File: config.mk
export PLATFORM = sky130hd
export DESIGN_NAME = wheel_brake
export DESIGN_NICKNAME = d
export VERILOG_FILES = /design/src/rtl/wheel_brake.sv
export SDC_FILE = /design/constraint.sdc
export NUM_CORES = 1
export LEC_CHECK = 0
export CAP_MARGIN = 20
export CELL_PAD_IN_SITES_DETAIL_PLACEMENT = 0
export CELL_PAD_IN_SITES_GLOBAL_PLACEMENT = 1
export CORE_ASPECT_RATIO = 0.7
export CORE_MARGIN = 3
export CORE_UTILIZATION = 30
export DETAILED_ROUTE_END_ITERATION = 7
export PLACE_DENSITY_LB_ADDON = 0.1
export RECOVER_POWER = 100
export SETUP_SLACK_MARGIN = 0.5
export SYNTH_ARGS = -nofsm -noshare
export SYNTH_HDL_FRONTEND = slang
export SYNTH_SLANG_ARGS = --single-unit
File: constraint.sdc
create_clock -name clk_i -period 2.6 [get_ports clk_i]
set_input_delay 0.78 -clock clk_i [delete_from_list [all_inputs] [get_ports clk_i]]
set_output_delay 0.78 -clock clk_i [all_outputs]
set_load 0.05 [all_outputs]
File: src/rtl/wheel_brake.sv
// Ring-position spinner that, on a stop request, brakes through a random number
// of extra steps with a growing tick period, then pulses landed_o once.
module wheel_brake #(
  parameter int NUM_POS   = 8,
  parameter int POS_W     = 3,
  parameter int RAND_W    = 4,
  parameter int MIN_EXTRA = 4,
  parameter int MAX_DIV   = 8,
  parameter int DIV_W     = 4
) (
  input  logic              clk_i,
  input  logic              rst_i,
  input  logic              tick_i,
  input  logic              stop_i,
  input  logic              dir_i,
  input  logic [RAND_W-1:0] rand_i,
  output logic [POS_W-1:0]  pos_o,
  output logic              running_o,
  output logic              braking_o,
  output logic              landed_o
);

  localparam int SL_MAX = MIN_EXTRA + (1 << RAND_W) - 1;
  localparam int SL_W   = $clog2(SL_MAX + 1);
  localparam logic [POS_W-1:0] LAST_POS = POS_W'(NUM_POS - 1);
  localparam logic [DIV_W-1:0] DIV_MAX  = DIV_W'(MAX_DIV);

  typedef enum logic [1:0] {
    ST_RUN     = 2'd0,
    ST_BRAKE   = 2'd1,
    ST_STOPPED = 2'd2
  } state_e;

  state_e            state_q, state_d;
  logic [POS_W-1:0]  pos_q, pos_d;
  logic [SL_W-1:0]   steps_left_q, steps_left_d;
  logic [DIV_W-1:0]  period_q, period_d;
  logic [DIV_W-1:0]  tick_cnt_q, tick_cnt_d;
  logic              running_q, running_d;
  logic              braking_q, braking_d;
  logic              landed_q, landed_d;

  // Wrapping step around a ring whose size need not be a power of two.
  function automatic logic [POS_W-1:0] step_pos(input logic [POS_W-1:0] p, input logic up);
    logic [POS_W-1:0] r;
    if (up) begin
      if (p == LAST_POS) r = '0;
      else               r = p + POS_W'(1);
    end else begin
      if (p == '0) r = LAST_POS;
      else         r = p - POS_W'(1);
    end
    return r;
  endfunction

  // Next-state, position and braking-schedule logic.
  always_comb begin
    state_d      = state_q;
    pos_d        = pos_q;
    steps_left_d = steps_left_q;
    period_d     = period_q;
    tick_cnt_d   = tick_cnt_q;
    case (state_q)
      ST_RUN: begin
        if (tick_i) pos_d = step_pos(pos_q, dir_i);
        else        pos_d = pos_q;
        if (stop_i) begin
          state_d      = ST_BRAKE;
          steps_left_d = SL_W'(MIN_EXTRA) + SL_W'(rand_i);
          period_d     = DIV_W'(1);
          tick_cnt_d   = '0;
        end else begin
          state_d = ST_RUN;
        end
      end
      ST_BRAKE: begin
        if (tick_i) begin
          if (tick_cnt_q == period_q - DIV_W'(1)) begin
            pos_d        = step_pos(pos_q, dir_i);
            steps_left_d = steps_left_q - SL_W'(1);
            tick_cnt_d   = '0;
            if (period_q >= DIV_MAX) period_d = DIV_MAX;
            else                     period_d = period_q + DIV_W'(1);
            if (steps_left_q == SL_W'(1)) state_d = ST_STOPPED;
            else                          state_d = ST_BRAKE;
          end else begin
            tick_cnt_d = tick_cnt_q + DIV_W'(1);
          end
        end else begin
          tick_cnt_d = tick_cnt_q;
        end
      end
      ST_STOPPED: begin
        if (stop_i) state_d = ST_STOPPED;
        else        state_d = ST_RUN;
      end
      default: state_d = ST_RUN;
    endcase

    // Outputs are registered copies of what the next state decodes to.
    running_d = (state_d != ST_STOPPED);
    braking_d = (state_d == ST_BRAKE);
    landed_d  = (state_q == ST_BRAKE) && (state_d == ST_STOPPED);
  end

  // State and output registers.
  always_ff @(posedge clk_i or posedge rst_i) begin
    if (rst_i) begin
      state_q      <= ST_RUN;
      pos_q        <= '0;
      steps_left_q <= '0;
      period_q     <= '0;
      tick_cnt_q   <= '0;
      running_q    <= 1'b1;
      braking_q    <= 1'b0;
      landed_q     <= 1'b0;
    end else begin
      state_q      <= state_d;
      pos_q        <= pos_d;
      steps_left_q <= steps_left_d;
      period_q     <= period_d;
      tick_cnt_q   <= tick_cnt_d;
      running_q    <= running_d;
      braking_q    <= braking_d;
      landed_q     <= landed_d;
    end
  end

  assign pos_o     = pos_q;
  assign running_o = running_q;
  assign braking_o = braking_q;
  assign landed_o  = landed_q;

endmodule

Word-level counts from Yosys, hierarchy flattened
Cells that the tools add are included.

operators by class
  bitwise operators = 0
  multipliers = 0
  magnitude comparators = 1
  divide/modulo/power cells = 0
  multiplexer cells = 26
  eq/ne operators = 12
  shift operators = 0
  reductions and logical operators = 7
  add/subtract/negate cells = 7

operator list
  cell                   count
  $mux W4                7
  $mux W3                6
  $pmux W4 S2            2
  $mux W5                3
  $ne A2 B2 Y1 const B   5
  $pmux W5 S2            1
  $add A4 B1 Y4 const B  2
  $mux W2                4
  $reduce_and A4 Y1      2
  $pmux W2 S3            1
  $pmux W3 S2            1
  $add A3 B4 Y5 const A  1
  $eq A5 B1 Y1 const B   1
  $sub A5 B1 Y5 const B  1
  $eq A2 B1 Y1 const B   2
  $eq A2 B2 Y1 const B   2
  $eq A4 B4 Y1           1
  $ge A4 B4 Y1 const B   1
  $sub A4 B1 Y4 const B  1
  $add A3 B1 Y3 const B  1
  $eq A3 B3 Y1 const B   1
  $logic_not A3 Y1       1
  $reduce_and A3 Y1      1
  $sub A3 B1 Y3 const B  1
  4 further kinds        4

word-level totals
  bits of input ports = 9
  bits in read-only memories = 0
  memories = 0
  RAM bits = 0
  register bits after elaboration = 21
  output and inout bits = 6
  bits in latches = 0

Longest topological paths before layout
  depth after elaboration = 7
  gate-level depth with buffers = 9
  mapped depth without buffers = 7

Least setup slack after synthesis
OpenSTA, ideal clock, no wires.

  kind = register to register
  start = reg period_q[0]
  end = reg pos_q[1], in the netlist pos_o[1]
  setup time = 0.125 ns
  arrival time = 1.942 ns
  path slack = 0.533 ns
  period minus slack after synthesis = 2.067 ns
  data required time = 2.475 ns
  stages on the path, launching flop included = 9
  buffers on the path = 1
  cell sequence = dfrtp_1 > inv_1 > ha_1 > xor2_1 > nand3_1 > or2_1 > clkbuf_2 > a21oi_1 > mux2_2

between the ends
  cells in the longest elaborated chain, start to end = 4

RTL lines
  item                         line  RTL
  start: declaration           37    logic [DIV_W-1:0] period_q, period_d;
  start signal: assignment     121   period_q <= period_d;
  $sub A4 B1 Y4                78    if (tick_cnt_q == period_q - DIV_W'(1)) begin
  $eq A4 B4 Y1                 78
  $ne A2 B2 Y1 (no line)       -
  $reduce_and A4 Y1 (no line)  -
  end signal: assignment       119   pos_q <= pos_d;
  end: declaration             35    logic [POS_W-1:0] pos_q, pos_d;

Every way passes these cells.
A chain may end at the register's enable or synchronous reset.

Final worst setup path
  start = reg running_q, in the netlist running_o
  end = out running_o

RTL lines
  item                      line  RTL
  start: declaration        39    logic running_q, running_d;
  start signal: assignment  123   running_q <= running_d;
  end: declaration          18    output logic running_o,

No word-level cell between the ends.

==> results.py <==
metrics = {
    "status": {
        "status": "finished, final reports clean",
    },
    "sta": {
        "worst_pin_slew_ns": 1.23,
        "grt_setup_unrepaired": "yes",
        "max_freq_mhz": 469,
        "max_slew_margin_pct": 17.9,
        "period_minus_slack_ns": 2.13,
        "hold_viol_final": 0,
        "finalSetupViolations": 0,
        "tns_ns": 0,
        "finalCritPeriodShare_pct": 81.9,
        "skew_ns": 0.00967,
        "drv_slew": 0,
    },
    "worst_setup_path": {
        "arrival_ns": 1.35,
        "slowest_delay_ns": 0.57,
        "crit_required_ns": 1.82,
        "cp-start-kind": "flip-flop",
        "cp_slowest_cell": "clkdlybuf4s25_1",
        "crit_chain": "clkdlybuf4s25_1",
        "cp_max_fo": 1,
        "setup.worst_path.end_class": "output pin",
        "cp_top_family": "buffers and inverters",
        "path_class": "reg -> out",
        "crit_buf_inv": 1,
    },
    "synthesis": {
        "netlist_area_um2": 1290,
        "synth-async-reset-ratio_pct": 100,
        "synth_cell_type_count": 42,
        "synth_top_area_share_pct": 38.8,
        "syn_nets": 158,
        "ys_ff_latch": 21,
        "yosys_most_used_dff": "dfrtp_1",
        "synth-edff-count": 0,
        "yosysSeqAreaShare_pct": 40.8,
        "ys_top_cells_by_count": "dfrtp_1, nor2_1, ha_1, inv_1, nand2_1",
        "yosys.area.top_type": "dfrtp_1",
        "ys_top_cells_by_area": "dfrtp_1, ha_1, nor2_1, inv_1, a21oi_1",
        "syn_avg_cell_area_um2": 9.28,
        "yosysMostFrequentCell": "dfrtp_1",
        "syn-instance-count": 139,
        "yosys_warnings": 0,
    },
    "detailed_routing": {
        "via_per_inst": 5.21,
        "ant_nets": 0,
        "num_vias": 1109,
        "drt_iter0_markers": 94,
        "drc_errors": 0,
        "routed_wl_um": 3210,
        "routedWlPerCell_um": 15.1,
        "dr.pass1.iters": 4,
    },
    "cts": {
        "max-clock-path-buffers": 2,
        "h-tree-depth": 1,
        "cts_root_buf": "clkbuf_8",
        "cts_made_buffers": 3,
        "clock-sinks": 21,
        "cts_hold_buf": 0,
        "clk_pin_slew_worst_paths_ns": 0.09,
        "cts_tree": "built",
        "worst_skew_pair.late_latency_ns": 0.26,
    },
    "power": {
        "p_total_mw": 1.50,
        "p_switching_mw": 0.632,
        "comb_power_share_pct": 47.1,
        "p_per_area_nw_per_um2": 943,
        "p_seq_share_pct": 38.2,
        "netSwitchingFraction_pct": 42.1,
        "vdd_drop_max_uv": 375,
        "p_leak_nw": 0.700,
        "intPower_mw": 0.868,
        "power_frac_clock_pct": 14.7,
    },
    "die": {
        "coreArea_um2": 4020,
        "initial_core_util_pct": 32.1,
        "rows": 19,
        "die_h_um": 60.9,
        "dieWidth_um": 84.4,
        "io_pins": 15,
        "die_area_um2": 5140,
    },
    "worst_hold_path": {
        "hold_path.class": "reg -> reg",
    },
    "final_layout": {
        "diodes": 0,
        "syn_to_final_growth_pct": 23.3,
        "fin_nets": 181,
        "drive_gt1_share_pct": 13.0,
        "fin_area_um2": 1590,
    },
    "global_route": {
        "grt.overflow.total": 0,
        "grt.total_usage_pct": 13.5,
        "grt_max_degree": 22,
        "antenna_found_initial": 0,
        "grt_pass1_wl_um": 5430,
        "grt_pass1_vias": 1082,
    },
    "placement": {
        "io_buffer_count": 14,
        "gp_congestion": 0.748,
        "place_area_um2": 1530,
        "hpwl_um": 2330,
    },
    "run": {
        "drv_cap": 0,
    },
}
[state kept, by name, indices dropped and copies added (netlist names)]
| register | flops |
|---|---|
| steps_left_q | 5 |
| period_q | 4 |
| tick_cnt_q | 4 |
| pos_o | 3 |
| state_q | 2 |
| braking_o | 1 |
| landed_o | 1 |
| running_o | 1 |
[worst paths after layout]
| path | from | to | slack (ns) | depth (start not counted) |
|---|---|---|---|---|
| max | running_o$_DFF_PP1_ | running_o | 0.47 | 1 |
| min reg2reg | steps_left_q[1]$_DFFE_PP0P_ | steps_left_q[1]$_DFFE_PP0P_ | 0.56 | 1 |
| max in group asynchronous | rst_i | period_q[3]$_DFFE_PP0P_ | 0.51 | 3 |
| max reg2reg | period_q[1]$_DFFE_PP0P_ | state_q[1]$_DFF_PP0_ | 0.48 | 7 |
| min | steps_left_q[1]$_DFFE_PP0P_ | steps_left_q[1]$_DFFE_PP0P_ | 0.56 | 1 |
| min in group asynchronous | rst_i | pos_o[0]$_DFFE_PP0P_ | 1.35 | 3 |
[cell families after synthesis]
| kind of cell | share of synthesized area, % |
|---|---|
| xor+xnor | 4.46 |
| buf+inv | 5.24 |
| compound gates | 18.5 |
| mux | 1.65 |
| flops | 40.8 |
| fa+ha+maj | 9.70 |
| simple gates | 19.6 |
[per-layer routing]
metal / global-route usage [%] / vias up / wire length (um)
met5: 0 / - / 0
met4: 2.03 / 0 / 8
met3: 3.53 / 2 / 183
met2: 19.9 / 29 / 1340
met1: 20.3 / 532 / 1680
li1: - / 546 / -
[through the flow]
stage	worst slack, ns	instances	hold slack (ns)	utilization (%)
3_3_place_gp	0.321	206	0.533	38.0
3_5_place_dp	0.282	206	0.541	38.0
2_1_floorplan	0.533	139	0.492	-
5_1_grt	0.237	213	0.572	39.6
4_1_cts	0.510	211	0.563	39.4
6_report	0.470	213	0.558	39.6
[layout by cell type (no fill, tap or decap), types with 3 or more instances in the layout]
master	netlist	routed
nand3_1	6	5
nand2b_1	4	4
buf_4	0	8
dfrtp_1	20	20
nand2_1	8	8
dlygate4sd2_1	0	5
nand4_1	3	3
clkbuf_8	0	3
a21oi_1	7	7
nor2_1	15	14
ha_1	10	10
nor3_1	5	5
o21ai_0	5	5
clkdlybuf4s50_1	0	6
inv_1	10	10
a31oi_1	3	3
[area by class of cell]
cell class | count | area (um2)
Clock inverter | 1 | 5.00
Fill cell | 401 | 2430
Multi-Input combinational cell | 101 | 708
Tap cell | 52 | 65.1
Timing Repair Buffer | 25 | 206
Inverter | 10 | 37.5
Sequential cell | 21 | 527
Clock buffer | 3 | 41.3
[power groups by stage]
| stage | Sequential (mW) | Clock, mW | Combinational, mW |
|---|---|---|---|
| 6_report | 0.573 | 0.220 | 0.707 |
| 5_1_grt | 0.594 | 0.241 | 0.797 |
| 3_5_place_dp | 0.585 | 0 | 0.692 |
| 2_1_floorplan | 0.633 | 0 | 0.426 |
| 3_3_place_gp | 0.579 | 0 | 0.688 |
| 4_1_cts | 0.574 | 0.231 | 0.705 |
[repair_timing]
item | CTS | global route
gates resized for setup | 9 | 9
buffers inserted | 1 | 2
setup endpoints to repair | 17 | 6
pin swaps | 0 | 3
No activity file was read; power rests on OpenSTA's default activity.
